--- config.mk ---
export PLATFORM = sky130hd
export DESIGN_NAME = ps2_host_tx
export DESIGN_NICKNAME = d
export VERILOG_FILES = /design/src/rtl/ps2_host_tx.sv
export SDC_FILE = /design/constraint.sdc
export NUM_CORES = 1
export LEC_CHECK = 0
export CAP_MARGIN = 5
export CORE_MARGIN = 5
export CORE_UTILIZATION = 59
export CTS_CLUSTER_SIZE = 25
export DETAILED_ROUTE_END_ITERATION = 8
export MAX_ROUTING_LAYER = met4
export PLACE_DENSITY_LB_ADDON = 0.2
export SLEW_MARGIN = 0
export SYNTH_ARGS = -nofsm -noshare
export SYNTH_HDL_FRONTEND = slang
export SYNTH_SLANG_ARGS = --single-unit
--- constraint.sdc ---
create_clock -name CLOCK_50 -period 3.3 [get_ports CLOCK_50]
set_clock_uncertainty 0.2 [all_clocks]
set_input_delay 0.495 -clock CLOCK_50 [delete_from_list [all_inputs] [get_ports CLOCK_50]]
set_output_delay 0.495 -clock CLOCK_50 [all_outputs]
set_load 0.03 [all_outputs]
--- src/rtl/ps2_host_tx.sv ---
// PS/2 host-to-device command transmitter: request-to-send, 10-bit frame shifted out
// on device clock falls, then device ACK check. Drives the pins via pull-low enables.
`timescale 1ns/1ps
module ps2_host_tx #(
   parameter int INHIBIT_CYCLES = 5000,
   parameter int START_HOLD     = 50,
   parameter int START_TIMEOUT  = 750000,
   parameter int PACKET_TIMEOUT = 100000
) (
   input  logic       CLOCK_50,
   input  logic       reset,
   input  logic       send_cmd,
   input  logic [7:0] cmd_data,
   input  logic       ps2_clk_in,
   input  logic       ps2_dat_in,
   output logic       ps2_clk_oe,
   output logic       ps2_dat_oe,
   output logic       ready,
   output logic       busy,
   output logic       done,
   output logic       error,
   output logic [1:0] err_code
);

   localparam logic [19:0] INHIBIT_LOAD = 20'(INHIBIT_CYCLES - 1);
   localparam logic [19:0] START_LOAD   = 20'(START_HOLD - 1);
   localparam logic [19:0] WAIT_LOAD    = 20'(START_TIMEOUT - 1);
   localparam logic [19:0] PACKET_LOAD  = 20'(PACKET_TIMEOUT - 1);

   typedef enum logic [2:0] {IDLE, INHIBIT, START, WAIT_CLK, SHIFT, ACK, DONE, ERR} state_t;

   function automatic logic odd_parity(input logic [7:0] d);
      return ~^d;
   endfunction

   state_t      state_r, state_n;
   logic [19:0] count_r, count_n;
   logic [9:0]  shift_r, shift_n;
   logic [3:0]  bitcnt_r, bitcnt_n;
   logic        dat_oe_n;
   logic [1:0]  code_n;
   logic        clk_s1_r, clk_sync_r, clk_prev_r, dat_s1_r, dat_sync_r;
   logic        fall_s;

   // Two-flop synchronizers plus previous-clock flop for fall detection; lines idle high.
   always_ff @(posedge CLOCK_50) begin
      if (reset) begin
         clk_s1_r   <= 1'b1;
         clk_sync_r <= 1'b1;
         clk_prev_r <= 1'b1;
         dat_s1_r   <= 1'b1;
         dat_sync_r <= 1'b1;
      end else begin
         clk_s1_r   <= ps2_clk_in;
         clk_sync_r <= clk_s1_r;
         clk_prev_r <= clk_sync_r;
         dat_s1_r   <= ps2_dat_in;
         dat_sync_r <= dat_s1_r;
      end
   end

   assign fall_s = clk_prev_r & ~clk_sync_r;

   // Next-state, shared down-counter, frame shifter and next data-enable value.
   always_comb begin
      state_n  = state_r;
      count_n  = (count_r != 20'd0) ? (count_r - 20'd1) : count_r;
      shift_n  = shift_r;
      bitcnt_n = bitcnt_r;
      dat_oe_n = ps2_dat_oe;
      code_n   = err_code;
      case (state_r)
         IDLE: begin
            if (send_cmd && ready) begin
               shift_n  = {1'b1, odd_parity(cmd_data), cmd_data};
               count_n  = INHIBIT_LOAD;
               bitcnt_n = 4'd0;
               state_n  = INHIBIT;
            end else begin
               count_n = count_r;
            end
         end
         INHIBIT: begin
            if (count_r == 20'd0) begin
               count_n = START_LOAD;
               state_n = START;
            end else begin
               state_n = INHIBIT;
            end
         end
         START: begin
            if (count_r == 20'd0) begin
               count_n = WAIT_LOAD;
               state_n = WAIT_CLK;
            end else begin
               state_n = START;
            end
         end
         WAIT_CLK: begin
            if (fall_s) begin
               dat_oe_n = ~shift_r[0];
               shift_n  = {1'b1, shift_r[9:1]};
               bitcnt_n = 4'd1;
               count_n  = PACKET_LOAD;
               state_n  = SHIFT;
            end else if (count_r == 20'd0) begin
               code_n  = 2'b01;
               state_n = ERR;
            end else begin
               state_n = WAIT_CLK;
            end
         end
         SHIFT: begin
            // Fall takes priority over an expiring counter in the same cycle.
            if (fall_s) begin
               dat_oe_n = ~shift_r[0];
               shift_n  = {1'b1, shift_r[9:1]};
               bitcnt_n = bitcnt_r + 4'd1;
               if (bitcnt_r == 4'd9) begin
                  state_n = ACK;
               end else begin
                  state_n = SHIFT;
               end
            end else if (count_r == 20'd0) begin
               code_n  = 2'b10;
               state_n = ERR;
            end else begin
               state_n = SHIFT;
            end
         end
         ACK: begin
            if (fall_s) begin
               if (dat_sync_r == 1'b0) begin
                  state_n = DONE;
               end else begin
                  code_n  = 2'b11;
                  state_n = ERR;
               end
            end else if (count_r == 20'd0) begin
               code_n  = 2'b10;
               state_n = ERR;
            end else begin
               state_n = ACK;
            end
         end
         DONE:    state_n = IDLE;
         ERR:     state_n = IDLE;
         default: state_n = IDLE;
      endcase
      case (state_n)
         START:    dat_oe_n = 1'b1;
         WAIT_CLK: dat_oe_n = dat_oe_n;
         SHIFT:    dat_oe_n = dat_oe_n;
         default:  dat_oe_n = 1'b0;
      endcase
   end

   // State, datapath and registered outputs derived from the next state.
   always_ff @(posedge CLOCK_50) begin
      if (reset) begin
         state_r    <= IDLE;
         count_r    <= 20'd0;
         shift_r    <= 10'd0;
         bitcnt_r   <= 4'd0;
         ps2_clk_oe <= 1'b0;
         ps2_dat_oe <= 1'b0;
         ready      <= 1'b1;
         busy       <= 1'b0;
         done       <= 1'b0;
         error      <= 1'b0;
         err_code   <= 2'b00;
      end else begin
         state_r    <= state_n;
         count_r    <= count_n;
         shift_r    <= shift_n;
         bitcnt_r   <= bitcnt_n;
         ps2_clk_oe <= (state_n == INHIBIT) || (state_n == START);
         ps2_dat_oe <= dat_oe_n;
         ready      <= (state_n == IDLE);
         busy       <= (state_n != IDLE);
         done       <= (state_n == DONE);
         error      <= (state_n == ERR);
         err_code   <= code_n;
      end
   end

endmodule
After elaboration in Yosys (flattened, before gate mapping)
Index checks and enable logic that the tools add are counted.
{ "totals": {"out_inout_bits": 8, "ff_bits": 50, "input_bits": 13} }
{ "classes": {"n_bitwise": 3, "reduce_logical": 18, "n_addsub": 2, "eq_ne": 24, "mux": 35} }
{ "op_table": {"columns": ["op", "count"], "rows": [
  ["20-bit 2-to-1 mux", 5],
  ["20-bit case mux with 4 select lines", 1],
  ["3-bit equality test (second input constant)", 7],
  ["3-bit case mux with 7 select lines", 1],
  ["20-bit logical NOT", 1],
  ["10-bit 2-to-1 mux", 2],
  ["10-bit case mux with 2 select lines", 1],
  ["20-bit nonzero test", 1],
  ["20-bit by 1-bit subtractor with 20-bit output (second input constant)", 1],
  ["2-bit 2-to-1 mux", 9],
  ["3-bit 2-to-1 mux", 5],
  ["2-bit != test (second input constant)", 7],
  ["3-bit by 2-bit equality test with 1-bit output (second input constant)", 4],
  ["4-bit 2-to-1 mux", 3],
  ["4-bit case mux with 3 select lines", 1],
  ["3-bit nonzero test", 3],
  ["8-bit XNOR reduction", 1],
  ["3-bit by 1-bit equality test with 1-bit output (second input constant)", 2],
  ["3-bit logical NOT", 2],
  ["2-bit case mux with 3 select lines", 1],
  ["2-bit OR reduction", 3],
  ["1-bit 2-to-1 mux", 5],
  ["5-bit AND reduction", 1],
  ["4-bit by 1-bit adder with 4-bit output (second input constant)", 1],
  ["other kinds (12)", 14]
]} }

Depth between registers and ports, before layout
{ "depth": {"ltp_word": 8, "ltp_mapped": 10, "depth_no_buf": 9} }

Worst setup path after synthesis
Ideal clock, no wire load.
{ "synth_path": {"path_type": "reg-to-reg", "from": "reg count_r[0]", "to": "reg count_r[0]", "period_less_slack_ns": 2.401, "setup_time_ns": 0.119, "setup_slack_ns": 0.899, "t_arrival_ns": 2.082, "stages_incl_launch_ff": 10, "cell_sequence": "dfxtp_1 > inv_1 > ha_1 > nor3b_1 > nand4_2 > nor2_2 > inv_2 > buf_2 > ha_1 > o221a_2"} }
{ "synth_via": {"elab_chain_len": 4, "elab_cells_between_ends": 8} }
{ "synth_rtl": {"columns": ["element", "line", "rtl"], "rows": [
  ["start: declaration", "37", "logic [19:0] count_r, count_n;"],
  ["start signal: assignment", "174", "count_r <= count_n;"],
  ["20-bit by 1-bit subtractor with 20-bit output / 20-bit nonzero test (equally long branches)", "67", "count_n = (count_r != 20'd0) ? (count_r - 20'd1) : count_r;"],
  ["20-bit 2-to-1 mux", "67", null],
  ["20-bit 2-to-1 mux (on tied branches)", "100, 84, 92", null],
  ["20-bit case mux with 4 select lines (*)", "72", "case (state_r)"]
]} }
Every way passes the cells marked *; elsewhere a longest branch is shown, timed or not.
A chain may end at the register's enable or synchronous reset.

Worst setup path in the final report
{ "layout_path": {"from": "reg count_r[0]", "to": "reg count_r[3]"} }
Same word-level chain as after synthesis.

==> impl_metrics.json <==
{
  "diodes": 0,
  "hold_viol": 0,
  "grt_pass1_wl_microns": 13020,
  "wl_per_cell_microns": 16.73,
  "p_switching_mw": 0.9153,
  "sw_frac_of_total": 0.4254,
  "die_h_microns": 81.30,
  "synth_top_cell_by_area": "dfxtp_1",
  "nFillCells": 467,
  "clk_pin_slew_ps": 90,
  "grt_setup_unrepaired": "no",
  "crit_chain": "inv_1 -> ha_1 -> nor3b_1 -> nand4_2 -> nor2_2 -> inv_2 -> a21boi_0 -> a31oi_1 -> o221a_2",
  "p_per_area_nw_per_um2": 650.6,
  "slew_headroom": 0.3950,
  "overflow": 0,
  "timing.final.crit_share": 0.9104,
  "antenna_found_initial": 0,
  "hpwl_microns": 5484,
  "syn-num-nets": 385,
  "max_freq_mhz": 332.8,
  "postCtsSetupBuffers": 0,
  "synth_commonest_cells": "50 x dfxtp_1, 50 x nor2_1, 31 x a21oi_1, 26 x nand2_1, 23 x o21ai_0",
  "netlist_area_sq_um": 2999,
  "htree_num_levels": 2,
  "outcome": "completed",
  "grt_pass1_vias": 2711,
  "intPower_mw": 1.236,
  "syn_inst": 368,
  "async_reset_ff_frac": 0,
  "power.leakage_nw": 1.256,
  "die_x_microns": 81.30,
  "maxCapViolCount": 0,
  "period_needed_ps": 3004,
  "min_path_type": "register to register",
  "initial_core_util": 0.5987,
  "grt_usage": 0.2619,
  "core_sq_um": 5010,
  "cp_max_fo": 15,
  "clk_latency_ps": 310,
  "final_net_count": 400,
  "detail-route-antenna-nets": 0,
  "num_vias": 2851,
  "finalWirelength_microns": 7594,
  "rows": 26,
  "r2r_slack_ps": 300,
  "drc_errors": 0,
  "yosysTopAreaCellShare": 0.3338,
  "clockPowerShare": 0.169,
  "ctsHoldBuffers": 0,
  "critPathMaxStageDelay_ps": 500,
  "final_util": 0.6601,
  "areaGrowthSynthToFinish_pct": 10.26,
  "ir_drop_v": 0.0003572,
  "ys_seq_elements": 50,
  "cts_tree": "done",
  "p_seq_frac": 0.380,
  "tns_ps": 0,
  "cts_root_buf": "clkbuf_8",
  "synthFlopType": "dfxtp_1",
  "cp.arrival_ps": 3020,
  "synth_seq_area_share": 0.3338,
  "yosys_warnings": 0,
  "critical-path-slowest-cell": "nor3b_1",
  "place_congestion": 0.9372,
  "synth_edf_count": 0,
  "drt_iter0_markers": 304,
  "vias_per_cell": 6.280,
  "dr.pass1.iters": 5,
  "die-area_sq_um": 6609,
  "io_pins": 21,
  "synth.distinct_cells": 65,
  "drive_gt1_frac": 0.1250,
  "required_ps": 3310,
  "io_buffers": 20,
  "cts_buffers": 5,
  "critPathLaunchType": "register",
  "tightestPinTransition_ps": 904.2,
  "ys_top_cells_by_area": "dfxtp_1 33%, nor2_1 6.3%, a21oi_1 5.2%",
  "endpoint_kind": "register",
  "syn-mean-instance-area_sq_um": 8.150,
  "ctsLongestPathBuffers": 2,
  "cts_resized": 0,
  "combPwrFrac": 0.451,
  "cts_num_sinks": 50,
  "grt_max_degree": 23,
  "finalSetupViolations": 0,
  "crit_type": "register to register",
  "drv_slew": 0
}
-- path summary, 6_finish.rpt --
| check | start | to | depth (start not counted) |
|---|---|---|---|
| setup reg to reg | count_r[0] | count_r[3] | 9 |
| hold reg to reg | clk_s1_r | clk_sync_r | 1 |
| setup / recovery | count_r[0] | count_r[3] | 9 |
| hold / removal | clk_s1_r | clk_sync_r | 1 |
-- final cells by class --
| class | count | area, sq um | share of cell area |
|---|---|---|---|
| Clock inverter | 3 | 21.27 | 0.006432 |
| Inverter | 7 | 26.28 | 0.007946 |
| Sequential cell | 50 | 1001 | 0.3027 |
| Timing Repair Buffer | 29 | 267.8 | 0.08097 |
| Clock buffer | 5 | 68.82 | 0.02081 |
| Multi-Input combinational cell | 290 | 1834 | 0.5547 |
| Tap cell | 70 | 87.58 | 0.02649 |
-- per-layer routing --
metal / track usage / part of all wire / vias up / routed length, microns
met5: - / 0 / - / 0
met4: 0.09628 / 0.016 / 0 / 119
met3: 0.05432 / 0.076 / 13 / 575
met2: 0.3770 / 0.45 / 126 / 3386
met1: 0.3596 / 0.46 / 1330 / 3513
li1: - / - / 1382 / -
-- registers in the layout, summed over array words and instances, names as in the netlist, 2 cells and up --
signal and cells:
bitcnt_r 4, err_code 2, shift_r 10, count_r 20, state_r 3
-- placed cells by master, fill, tap and decap left out, types with 3 or more instances in the layout --
| cell type | netlist | routed |
|---|---|---|
| nand2_1 | 26 | 26 |
| a31oi_1 | 8 | 8 |
| o211ai_1 | 5 | 5 |
| nand3b_1 | 3 | 3 |
| o21ai_0 | 23 | 23 |
| nor2b_1 | 3 | 3 |
| clkbuf_8 | 5 | 5 |
| ha_1 | 4 | 4 |
| or4_4 | 3 | 3 |
| a211oi_1 | 11 | 11 |
| or2_2 | 7 | 7 |
| nor2_1 | 50 | 50 |
| xnor2_1 | 9 | 9 |
| a21oi_1 | 31 | 31 |
| nor3_1 | 16 | 16 |
| nor4_1 | 4 | 4 |
| nand3_1 | 6 | 6 |
| or3_1 | 6 | 6 |
| inv_1 | 6 | 6 |
| clkdlybuf4s50_1 | 0 | 20 |
| dfxtp_1 | 50 | 50 |
| nor3b_1 | 3 | 3 |
| a21boi_0 | 3 | 3 |
| o21a_1 | 3 | 3 |
| a21o_1 | 5 | 5 |
| mux2i_1 | 9 | 9 |
| nand2b_1 | 3 | 3 |
| nor4_2 | 3 | 3 |
| buf_4 | 0 | 9 |
-- power groups by stage --
stage / clock network (mW) / logic (mW) / registers, mW
4_1_cts: 0.371 / 0.956 / 0.814
3_5_place_dp: 0 / 0.948 / 0.826
3_3_place_gp: 0 / 0.937 / 0.822
6_report: 0.364 / 0.971 / 0.817
2_1_floorplan: 0 / 0.732 / 0.809
5_1_grt: 0.395 / 1.08 / 0.834
-- worst max-delay path, delay by kind of cell (launching register included) --
| family | cells | cell delay (ps) |
|---|---|---|
| buffers and inverters | 2 | 270 |
| adder cells (fa/ha/maj) | 1 | 210 |
| AO/OA/AOI/OAI | 3 | 670 |
| flip-flops | 1 | 360 |
| AND/OR/NAND/NOR | 3 | 1190 |
-- cell families after synthesis --
family | Yosys count | synth area share
adder cells (fa/ha/maj) | 4 | 0.01669
flip-flops | 50 | 0.3338
multiplexers | 10 | 0.03379
AND/OR/NAND/NOR | 154 | 0.2879
XOR/XNOR | 10 | 0.02921
buffers and inverters | 28 | 0.05465
AO/OA/AOI/OAI | 112 | 0.2441
-- metrics by stage --
| step | setup slack [ps] | hold slack, ps | cells | cell area [sq um] | power, mW |
|---|---|---|---|---|---|
| floorplan | 898.9 | 189.5 | 368 | 2999 | 1.541 |
| global placement | 610.0 | 196.0 | 446 | 3217 | 1.759 |
| detailed placement | 465.2 | 196.4 | 446 | 3217 | 1.774 |
| CTS | 371.6 | 220.9 | 454 | 3307 | 2.141 |
| global route | 120.2 | 240.9 | 454 | 3307 | 2.306 |
| finish | 295.6 | 218.2 | 454 | 3307 | 2.152 |
No activity file was read; power rests on OpenSTA's default activity.
